[config.mk]
export PLATFORM = sky130hd
export DESIGN_NAME = dot_scan_controller
export DESIGN_NICKNAME = d
export VERILOG_FILES = /design/src/rtl/dot_scan_controller.sv
export SDC_FILE = /design/constraint.sdc
export NUM_CORES = 1
export LEC_CHECK = 0
export ABC_AREA = 1
export CAP_MARGIN = 10
export CORE_ASPECT_RATIO = 1.5
export CORE_MARGIN = 10
export CORE_UTILIZATION = 45
export DETAILED_ROUTE_END_ITERATION = 10
export PLACE_DENSITY = 0.8
export SETUP_SLACK_MARGIN = 0.1
export SLEW_MARGIN = 20
export SYNTH_ARGS = -nofsm -noshare
export SYNTH_HDL_FRONTEND = slang
export SYNTH_SLANG_ARGS = --single-unit
[constraint.sdc]
create_clock -name clock -period 2.69 [get_ports clock]
set_input_delay 0.538 -clock clock [delete_from_list [all_inputs] [get_ports clock]]
set_output_delay 0.538 -clock clock [all_outputs]
set_load 0.01 [all_outputs]
[src/rtl/dot_scan_controller.sv]
// Raster scan controller for the dot-matrix firing head: walks the row/column
// selects through a configured window with a fire/gap dwell per position.
module dot_scan_controller #(
    parameter int unsigned MEM_LENGTH         = 128,
    parameter int unsigned MEM_ADDRESS_LENGTH = 7
) (
    input  logic                          clock,
    input  logic                          reset_n,
    input  logic                          start,
    input  logic                          stop,
    input  logic                          loop_en,
    input  logic                          scan_mode,
    input  logic [MEM_ADDRESS_LENGTH-1:0] row_last,
    input  logic [MEM_ADDRESS_LENGTH-1:0] col_last,
    input  logic [15:0]                   on_cycles,
    input  logic [15:0]                   off_cycles,
    input  logic                          firing_bit,
    input  logic                          firing_data,
    output logic [MEM_ADDRESS_LENGTH-1:0] row_select,
    output logic [MEM_ADDRESS_LENGTH-1:0] col_select,
    output logic                          row_col_select,
    output logic                          fire_out,
    output logic                          busy,
    output logic                          done,
    output logic [15:0]                   frame_count
);

    localparam int unsigned AW = MEM_ADDRESS_LENGTH;
    localparam int unsigned DW = 16;
    localparam logic [AW:0]   LEN_W    = (AW+1)'(MEM_LENGTH);
    localparam logic [AW-1:0] LAST_IDX = AW'(MEM_LENGTH - 1);

    typedef enum logic [1:0] {
        S_IDLE,
        S_FIRE,
        S_GAP,
        S_DONE
    } state_t;

    state_t          state;
    logic [DW-1:0]   dwell;
    logic [AW-1:0]   cfg_row_last;
    logic [AW-1:0]   cfg_col_last;
    logic [DW-1:0]   cfg_on;
    logic [DW-1:0]   cfg_off;
    logic            cfg_loop;

    logic            row_end;
    logic            col_end;
    logic            pos_last;
    logic            dwell_end;
    logic            step;
    logic [AW-1:0]   adv_row;
    logic [AW-1:0]   adv_col;
    logic [DW-1:0]   fire_load;
    logic [DW-1:0]   start_fire_load;
    logic [DW-1:0]   gap_load;
    logic [AW-1:0]   clamp_row;
    logic [AW-1:0]   clamp_col;

    // Next scan position, dwell reload values and clamped limits.
    always_comb begin
        row_end   = (row_select == cfg_row_last);
        col_end   = (col_select == cfg_col_last);
        pos_last  = row_end && col_end;
        dwell_end = (dwell == '0);
        // A position ends after FIRE when there is no gap, otherwise after GAP.
        step      = dwell_end && (((state == S_FIRE) && (cfg_off == '0)) || (state == S_GAP));

        adv_row = row_select;
        adv_col = col_select;
        if (pos_last) begin
            adv_row = '0;
            adv_col = '0;
        end else if (!row_col_select) begin
            if (col_end) begin
                adv_col = '0;
                adv_row = row_select + AW'(1);
            end else begin
                adv_col = col_select + AW'(1);
            end
        end else begin
            if (row_end) begin
                adv_row = '0;
                adv_col = col_select + AW'(1);
            end else begin
                adv_row = row_select + AW'(1);
            end
        end

        fire_load       = (cfg_on == '0) ? '0 : cfg_on - DW'(1);
        start_fire_load = (on_cycles == '0) ? '0 : on_cycles - DW'(1);
        gap_load        = cfg_off - DW'(1);

        clamp_row = ({1'b0, row_last} >= LEN_W) ? LAST_IDX : row_last;
        clamp_col = ({1'b0, col_last} >= LEN_W) ? LAST_IDX : col_last;
    end

    // Scan FSM with registered outputs.
    always_ff @(posedge clock) begin
        if (!reset_n) begin
            state          <= S_IDLE;
            dwell          <= '0;
            cfg_row_last   <= '0;
            cfg_col_last   <= '0;
            cfg_on         <= '0;
            cfg_off        <= '0;
            cfg_loop       <= 1'b0;
            row_select     <= '0;
            col_select     <= '0;
            row_col_select <= 1'b0;
            busy           <= 1'b0;
            done           <= 1'b0;
            frame_count    <= '0;
        end else begin
            done <= 1'b0;
            case (state)
                S_IDLE: begin
                    if (start) begin
                        cfg_row_last   <= clamp_row;
                        cfg_col_last   <= clamp_col;
                        cfg_on         <= on_cycles;
                        cfg_off        <= off_cycles;
                        cfg_loop       <= loop_en;
                        row_col_select <= scan_mode;
                        row_select     <= '0;
                        col_select     <= '0;
                        frame_count    <= '0;
                        dwell          <= start_fire_load;
                        busy           <= 1'b1;
                        state          <= S_FIRE;
                    end
                end
                S_FIRE, S_GAP: begin
                    if (stop) begin
                        busy  <= 1'b0;
                        state <= S_IDLE;
                    end else if (step) begin
                        if (pos_last) begin
                            frame_count <= frame_count + DW'(1);
                        end
                        if (pos_last && !cfg_loop) begin
                            busy  <= 1'b0;
                            done  <= 1'b1;
                            state <= S_DONE;
                        end else begin
                            row_select <= adv_row;
                            col_select <= adv_col;
                            dwell      <= fire_load;
                            state      <= S_FIRE;
                        end
                    end else if (dwell_end) begin
                        dwell <= gap_load;
                        state <= S_GAP;
                    end else begin
                        dwell <= dwell - DW'(1);
                    end
                end
                S_DONE: begin
                    state <= S_IDLE;
                end
                default: begin
                    busy  <= 1'b0;
                    state <= S_IDLE;
                end
            endcase
        end
    end

    // Datapath is combinational from the selects, so gating stays combinational too.
    assign fire_out = (state == S_FIRE) && firing_bit && firing_data;

endmodule

After elaboration in Yosys (flattened, before gate mapping)
Index checks and enable logic that the tools add are counted.
Widths: inputs -> output; s select.
- add/sub/neg operators: 7
- eq/ne operators: 16
- muxes and demuxes: 42
- bitwise operators: 3
- reduce and logical (&&, ||, !) cells: 23
- operators with widths (cell ; number):
    $mux 16 ; 11
    $mux 7 ; 15
    $logic_not 16->1 ; 4
    $pmux 16 s2 ; 2
    $sub 16x1->16 const B ; 4
    $pmux 7 s2 ; 2
    $add 16x1->16 const B ; 1
    $add 7x1->7 const B ; 2
    $eq 7x7->1 ; 2
    $ne 4x4->1 const B ; 3
    $reduce_and 6->1 ; 2
    $mux 2 ; 5
    $ne 2x2->1 const B ; 5
    $ne 3x3->1 const B ; 3
    $reduce_and 4->1 ; 2
    $logic_and 1x1->1 ; 6
    $pmux 2 s3 ; 1
    $mux 1 ; 5
    $reduce_and 5->1 ; 1
    $eq 2x2->1 const B ; 2
    $reduce_and 2->1 ; 2
    $reduce_or 4->1 ; 1
    $not 1->1 ; 3
    $eq 2x1->1 const B ; 1
    6 further kinds ; 6
- register bits: 98
- input port bits: 54
- output and inout port bits: 34
- word-level logic and storage cells: 104

Depth between registers and ports, before layout
Gate-level depths: netlist of run 1.
- depth after elaboration: 8
- mapped depth: 16
- gate-level depth less buffers: 15

Least setup slack after synthesis of run 1
No wires, ideal clock.
- kind: in2reg
- from: input on_cycles[0]
- to: register dwell[13]
- library setup time: 0.116 ns
- arrival time: 1.977 ns
- required time: 2.574 ns
- setup slack: 0.597 ns
- stages on the path: 14
- path buffers: 1
- cell sequence: inv_1 ha_1 inv_1 nor2_1 nand4_1 nor2_2 nand4_1 nand2_1 inv_2 buf_6 nand2_1 o21ai_0 nor2_1 a21oi_2
- word-level cells in the longest chain between the ends: 4
- elaborated cells between the ends (all ways): 5
- classes of those cells: add/sub: 1; mux: 3; reduce/logical: 1
- ends and longest elaborated chain (element ; RTL line ; text):
    start: declaration ; 15 ; input logic [15:0] on_cycles,
    $sub 16x1->16 or $logic_not 16->1 (tied branches) ; 92 ; start_fire_load = (on_cycles == '0) ? '0 : on_cycles - DW'(1);
    $mux 16 (*) ; 92 ;
    $mux 16 (*) ; 119 ; if (start) begin
    $pmux 16 s2 (*) ; 117 ; case (state)
    end signal: assignment ; 129 ; dwell <= start_fire_load;
    end signal: assignment ; 149 ; dwell <= fire_load;
    end signal: assignment ; 153 ; dwell <= gap_load;
    end: declaration ; 41 ; logic [DW-1:0] dwell;
Every way passes the cells marked *; elsewhere a longest branch is shown, timed or not. The select of a mux whose other input is x is not followed.
A chain may end at the register's enable or synchronous reset.

Worst setup path in the final report of run 1
- from: register state[0]
- to: register row_select[2]
- word-level cells in the longest chain between the ends: 6
- elaborated cells between the ends (all ways): 15
- classes of those cells: eq/ne: 7; mux: 1; reduce/logical: 7
- ends and longest elaborated chain (element ; RTL line ; text):
    start: declaration ; 40 ; state_t state;
    start signal: assignment ; 102 ; state <= S_IDLE;
    start signal: assignment ; 131 ; state <= S_FIRE;
    start signal: assignment ; 137 ; state <= S_IDLE;
    $eq 2x1->1 ; 68, 117 ;
    $logic_and 1x1->1 ; 68 ; step = dwell_end && (((state == S_FIRE) && (cfg_off == '0)) || (state == S_GAP));
    $logic_or 1x1->1 ; 68 ;
    $logic_and 1x1->1 ; 68 ;
    $ne 2x2->1 (no line) ; - ;
    $reduce_and 6->1 (no line) ; - ;
    end signal: assignment ; 147 ; row_select <= adv_row;
    end: declaration ; 19 ; output logic [MEM_ADDRESS_LENGTH-1:0] row_select,
Several ways; a longest one is shown, not always the timed one.

==> results of run 1 <==
-- layer usage --
metal | global-route usage | wire (um) | vias to the layer above
met3 | 0.03368 | 782 | 42
met5 | 0 | 0 | -
met2 | 0.3602 | 10300 | 165
met1 | 0.1946 | 7336 | 2979
li1 | - | - | 3408
met4 | 0.07209 | 539 | 0
-- flip-flops by register name, summed over array words and instances (netlist names) --
name	flops
busy	1
cfg_col_last	7
cfg_loop	1
cfg_off	16
cfg_on	16
cfg_row_last	7
col_select	7
done	1
dwell	16
frame_count	16
row_col_select	1
row_select	7
state	2
-- power by group through the flow --
stage,combinational [mW],sequential (mW),clock [mW]
after detailed placement,4.51,2.09,0
after global routing,5.08,2.10,1.35
after CTS,4.53,2.05,1.30
after floorplan,3.48,2.03,0
final,4.53,2.06,1.27
after global placement,4.47,2.08,0
-- synth_stat cells (all sizes together) --
library cell and instances:
buf 14, clkinv 2, nand2 235, xnor2 15, o22ai 1, a21o 1
nand3b 2, nor3 16, ha 12, nor2 179, o21ai 80, and3 1
clkbuf 22, nand3 73, nor3b 1, a21oi 87, a21boi 1, xor2 35
dfxtp 98, nand4 21, o21bai 2, or2 1, inv 105, nor4 5
a211oi 1
-- worst max path at each step --
| stage | end | slack, ns | startpoint | depth (start not counted) |
|---|---|---|---|---|
| after detailed placement | dwell[0] | 0.03 | on_cycles[1] | 14 |
| after global placement | dwell[0] | 0.08 | on_cycles[0] | 14 |
| after floorplan | dwell[13] | 0.60 | on_cycles[0] | 14 |
| after global routing | row_select[2] | 0.12 | state[0] | 10 |
| after CTS | row_select[2] | 0.32 | state[0] | 10 |
| final | row_select[2] | 0.33 | state[0] | 10 |
-- area by class of cell --
cell class / count / area share
repair buffers: 109 / 0.1342
multi-input cells: 769 / 0.4942
flip-flops and latches: 98 / 0.2523
clock inverters: 7 / 0.007722
clock buffers: 9 / 0.02896
well taps: 192 / 0.03089
inverters: 107 / 0.05180
-- worst min-delay path, stage by stage, from the launching register on --
cell	delay (ns)
dfxtp_1	0.32
inv_1	0.06
a21oi_1	0.05
-- kinds of logic after synthesis --
logic type / Yosys count / share of synthesized area
fa+ha+maj: 12 / 0.02345
buf+inv: 143 / 0.09378
compound gates: 173 / 0.1411
simple gates: 534 / 0.3669
xor+xnor: 50 / 0.06839
flops: 98 / 0.3064
-- per-stage QoR --
stage / cell area [um2] / util / setup WS [ns] / power (mW)
6_report: 7777 / 0.5558 / 0.3272 / 7.863
5_1_grt: 7777 / 0.5558 / 0.1199 / 8.535
4_1_cts: 7777 / 0.5558 / 0.3249 / 7.876
3_5_place_dp: 7492 / 0.5355 / 0.02971 / 6.591
3_3_place_gp: 7492 / 0.5355 / 0.08467 / 6.549
2_1_floorplan: 6404 / - / 0.5971 / 5.510
==> impl_metrics.toml, run 1 <==
[floorplan]
start_util = 0.4577
die_y_um = 166.1
fp-row-count = 53
io_pins = 88
die-area_mm2 = 0.01950
die_w_um = 117.4
core-area_mm2 = 0.01399

[finish]
final_common_cell = "nand2_1"
finalNonFillerCells = 1291
area_growth_pct = 21.45
seqCellArea_mm2 = 0.001962
fillCellCount = 1367
nNetsFinal = 1160
final_cell_mix = "nand2_1 (223), nor2_1 (168), inv_1 (102), dfxtp_1 (98), clkdlybuf4s50_1 (86)"
drive_gt1_frac = 0.07279
multi_input_area_mm2 = 0.003844
antenna_cells = 0

[sta]
tightest_slew_ns = 0.8353
period_minus_slack_ns = 2.363
fmax_mhz = 423.2
fin_setup_tns_ns = 0
setup_viol = 0
maxSlewViolCount = 0
holdWs_ns = 0.4764
hold_violations = 0
slew_headroom = 0.4425
rsz0062_at_grt = "no"
timing.final.crit_share = 0.8784
clock_skew_ns = 0.007314

[logic_synthesis]
syn_nets = 1076
synth.avg_cell_area_um2 = 6.340
yosys.area.top_type_share = 0.3064
ys_types = 40
synthCells = 1010
ys_seq_elements = 98
netlist_area_mm2 = 0.006404
ys_seq_area_frac = 0.3064
synthTopCellsByArea = "dfxtp_1 (31%), nand2_1 (13%), nor2_1 (9.8%)"
synth_top_area_cell = "dfxtp_1"
yosys_warnings = 0

[clock_tree]
clk_pin_slew_ns = 0.08
root_buffer = "clkbuf_16"
cts_made_buffers = 9
post_cts_buffers = 0
cts_hold_buf = 0
htree_num_levels = 3
clockBufferDepth = 2
cts_tree = "built"
numClockSinks = 98
cts_resized = 0
clk_latency_ns = 0.35

[route]
ant_nets = 0
viasPerCell = 5.108
wl_per_cell_um = 14.68
drt_iter0_markers = 288
wl_um = 18950
num_vias = 6594
drt_pre_antenna_iters = 5
route.detailed.drc = 0

[worst_setup_path]
rr_startpoint = "state[0]"
r2r_cells = 10
path_class = "reg -> reg"
startpoint_type = "register"
endpoint_kind = "register"
crit_family = "buffers and inverters"
cp_max_fo = 29
cp.required_ns = 2.93
crit_path_top_delay_cell = "dfxtp_1"
r2r-end = "row_select[2]"
slowest_delay_ns = 0.40
rrSetupSlack_ns = 0.33
path_cells = "inv_1 -> ha_1 -> buf_4 -> inv_1 -> buf_4 -> nor2_1 -> nand2_1 -> nand4_2 -> o21ai_0 -> nor2_1"
cp_data_arrival_time_ns = 2.61
crit_buf_inv = 4

[worst_hold_path]
hold_path.class = "reg -> reg"
min-delay-start = "cfg_off[10]"
min_to = "cfg_off[10]"
hold_path_depth = 2

[run_status]
outcome = "finished, final reports clean"

[global_route]
grt_use_total = 0.1877
antenna_found_initial = 0
grt_pass1_vias = 6391
grt_max_degree = 49
grt_pass1_wl_um = 30660
overflow = 0

[power]
power_frac_comb = 0.576
power.density_mw_per_mm2 = 1011
power.switching_mw = 3.930
vdd_ir_drop_max_v = 0.0006044
power_frac_clock = 0.162
p_int_mw = 3.933
swShare = 0.4998
leakage_nw = 3.310
pwr-share-seq = 0.262

[placement]
place.gp.congestion = 0.9763
placed_cells = 1275
port_buffers = 87
hpwlAfterDp_um = 14720

[run]
maxCapViolCount = 0
Power figures use the tool's default switching activity.
==> inputs of run 2 (changes only) <==
- CORE_MARGIN: 10 -> 2
- HOLD_SLACK_MARGIN: unset -> 0.06
==> run 2 against run 1 <==
  * The flow now finishes with violations (DRC)
  * Register-to-register slack worse by 0.02 ns
  * Worst setup slack worse by 0.024 ns
  * Sequential share of layout area down 0.19 points
  * Non-clock buffer count up 1
  * Sequential cell count unchanged
  * Hold slack worse by 0.012 ns
  * Sequential power about the same
  * Utilization up 0.42 points
  * Total power up 1.6%
  * Wire length down 3.1%
  * Cell count about the same
  * Largest power group unchanged
==> impl_metrics.toml, run 2 (synthesized netlist as in run 1, its figures left out) <==
[run_status]
outcome = "finished with violations"
violations = "DRC"

[clock_tree]
root_buffer = "clkbuf_16"
htree_num_levels = 3
clk_pin_slew_ns = 0.07
clockBufferDepth = 2
cts_tree = "built"
clk_latency_ns = 0.35
numClockSinks = 98
cts_made_buffers = 9
cts_hold_buf = 0

[worst_setup_path]
rrSetupSlack_ns = 0.30
crit_path_top_delay_cell = "dfxtp_1"
cp_data_arrival_time_ns = 2.67
cp_common_cell = "inv_1"
path_class = "reg -> reg"
endpoint_kind = "register"
crit_buf_inv = 4
cp.required_ns = 2.97
rr_startpoint = "state[0]"
crit_family = "buffers and inverters"
r2r-end = "dwell[3]"
path_cells = "inv_1 -> ha_1 -> buf_4 -> inv_1 -> a211oi_2 -> nand2_4 -> inv_1 -> o21ai_0 -> nor2_1"
cp_max_fo = 23
startpoint_type = "register"
slowest_delay_ns = 0.41
r2r_cells = 9

[route]
wl_per_cell_um = 14.22
drt_iter0_markers = 350
wl_um = 18380
ant_nets = 0
route.detailed.drc = 1
num_vias = 6684
drt_pre_antenna_iters = 8
viasPerCell = 5.173

[power]
vdd_ir_drop_max_v = 0.0005284
leakage_nw = 3.338
total_power_mw = 7.988
power.density_mw_per_mm2 = 1019

[sta]
rsz0062_at_grt = "no"
hold_violations = 0
post-route-worst-setup-slack_ns = 0.3036
setup_viol = 0
timing.final.crit_share = 0.8871
tightest_slew_ns = 0.4895
fin_setup_tns_ns = 0
clock_skew_ns = 0.01028
period_minus_slack_ns = 2.386
slew_headroom = 0.6737
maxSlewViolCount = 0
fmax_mhz = 419.0

[floorplan]
die-area_mm2 = 0.01522
die_y_um = 150.1
fp-row-count = 53
io_pins = 88
core-area_mm2 = 0.01399
die_w_um = 101.4
start_util = 0.4577

[global_route]
antenna_found_initial = 0
grt_max_degree = 49
grt_use_total = 0.2421
grt_pass1_wl_um = 29560
overflow = 0
grt_pass1_vias = 6409

[finish]
finalNonFillerCells = 1292
drive_gt1_frac = 0.07545
antenna_cells = 0
nNetsFinal = 1161
area_growth_pct = 22.37
final_common_cell = "nand2_1"
final_cell_mix = "nand2_1 (222), nor2_1 (167), inv_1 (102), dfxtp_1 (98), clkdlybuf4s50_1 (86)"

[worst_hold_path]
min_to = "busy"
hold_path.class = "reg -> reg"
min-delay-start = "busy"
hold_path_depth = 2

[placement]
place.gp.congestion = 0.9853
hpwlAfterDp_um = 13850
port_buffers = 87
pre_cts_ws_ns = 0.008116
placed_cells = 1272

[run]
maxCapViolCount = 0
## run 2: cell types whose count changed in the layout (fill, tap and decap cells not counted)
cell       before  now
clkinv_2        1    2
nand2_1       223  222
nor2_2          6    7
nor2_1        168  167
inv_6           4    0
buf_4          21   22
bufinv_16       0    2
inv_2           3    2
nand2_2         8    9
inv_4           0    1
clkbuf_8        0    1
## run 2: timing repair
item / CTS / global route
resized for setup: 0 / 3
buffers inserted: 0 / 4
setup endpoints to repair: 0 / 2
## run 2: how the worst max path moves through the flow
| stage | startpoint | to | slack, ns | depth (start not counted) |
|---|---|---|---|---|
| floorplan | on_cycles[0] | dwell[13] | 0.60 | 14 |
| global placement | on_cycles[1] | dwell[0] | 0.11 | 14 |
| finish | state[0] | dwell[3] | 0.30 | 9 |
| CTS | dwell[0] | dwell[6] | 0.33 | 12 |
| global route | on_cycles[1] | dwell[0] | 0.11 | 14 |
| detailed placement | on_cycles[1] | dwell[0] | 0.008 | 14 |
## run 2: stage by stage
stage          utilization  area (um2)  hold WS (ns)
2_1_floorplan            -        6404        0.4394
3_3_place_gp        0.5338        7470        0.4464
3_5_place_dp        0.5338        7470        0.4570
4_1_cts             0.5574        7799        0.4693
5_1_grt             0.5600        7836        0.5031
6_report            0.5600        7836        0.4645
## run 2: cell type report
type	instances	area, um2
fillers	1361	6156
flip-flops and latches	98	1962
clock inverters	6	90.09
well taps	192	240.2
inverters	107	405.4
repair buffers	110	1051
clock buffers	10	239.0
multi-input cells	769	3849
## run 2: per-layer routing
layer	global-route usage	vias up	routed length (um)
li1	-	3419	-
met1	0.2598	3061	7100
met2	0.4517	146	9840
met3	0.03296	58	633
met4	0.1243	0	801
met5	0	-	0
## run 2: tightest hold or removal path: stages (launching register included)
cell and delay, ns:
dfxtp_1 0.31, nand2_1 0.06, a21oi_1 0.05
## run 2: power by group
| group | internal (mW) | switching [mW] |
|---|---|---|
| Combinational | 1.46 | 3.03 |
| Clock | 0.843 | 0.585 |
| Sequential | 1.80 | 0.272 |
| Total | 4.10 | 3.89 |
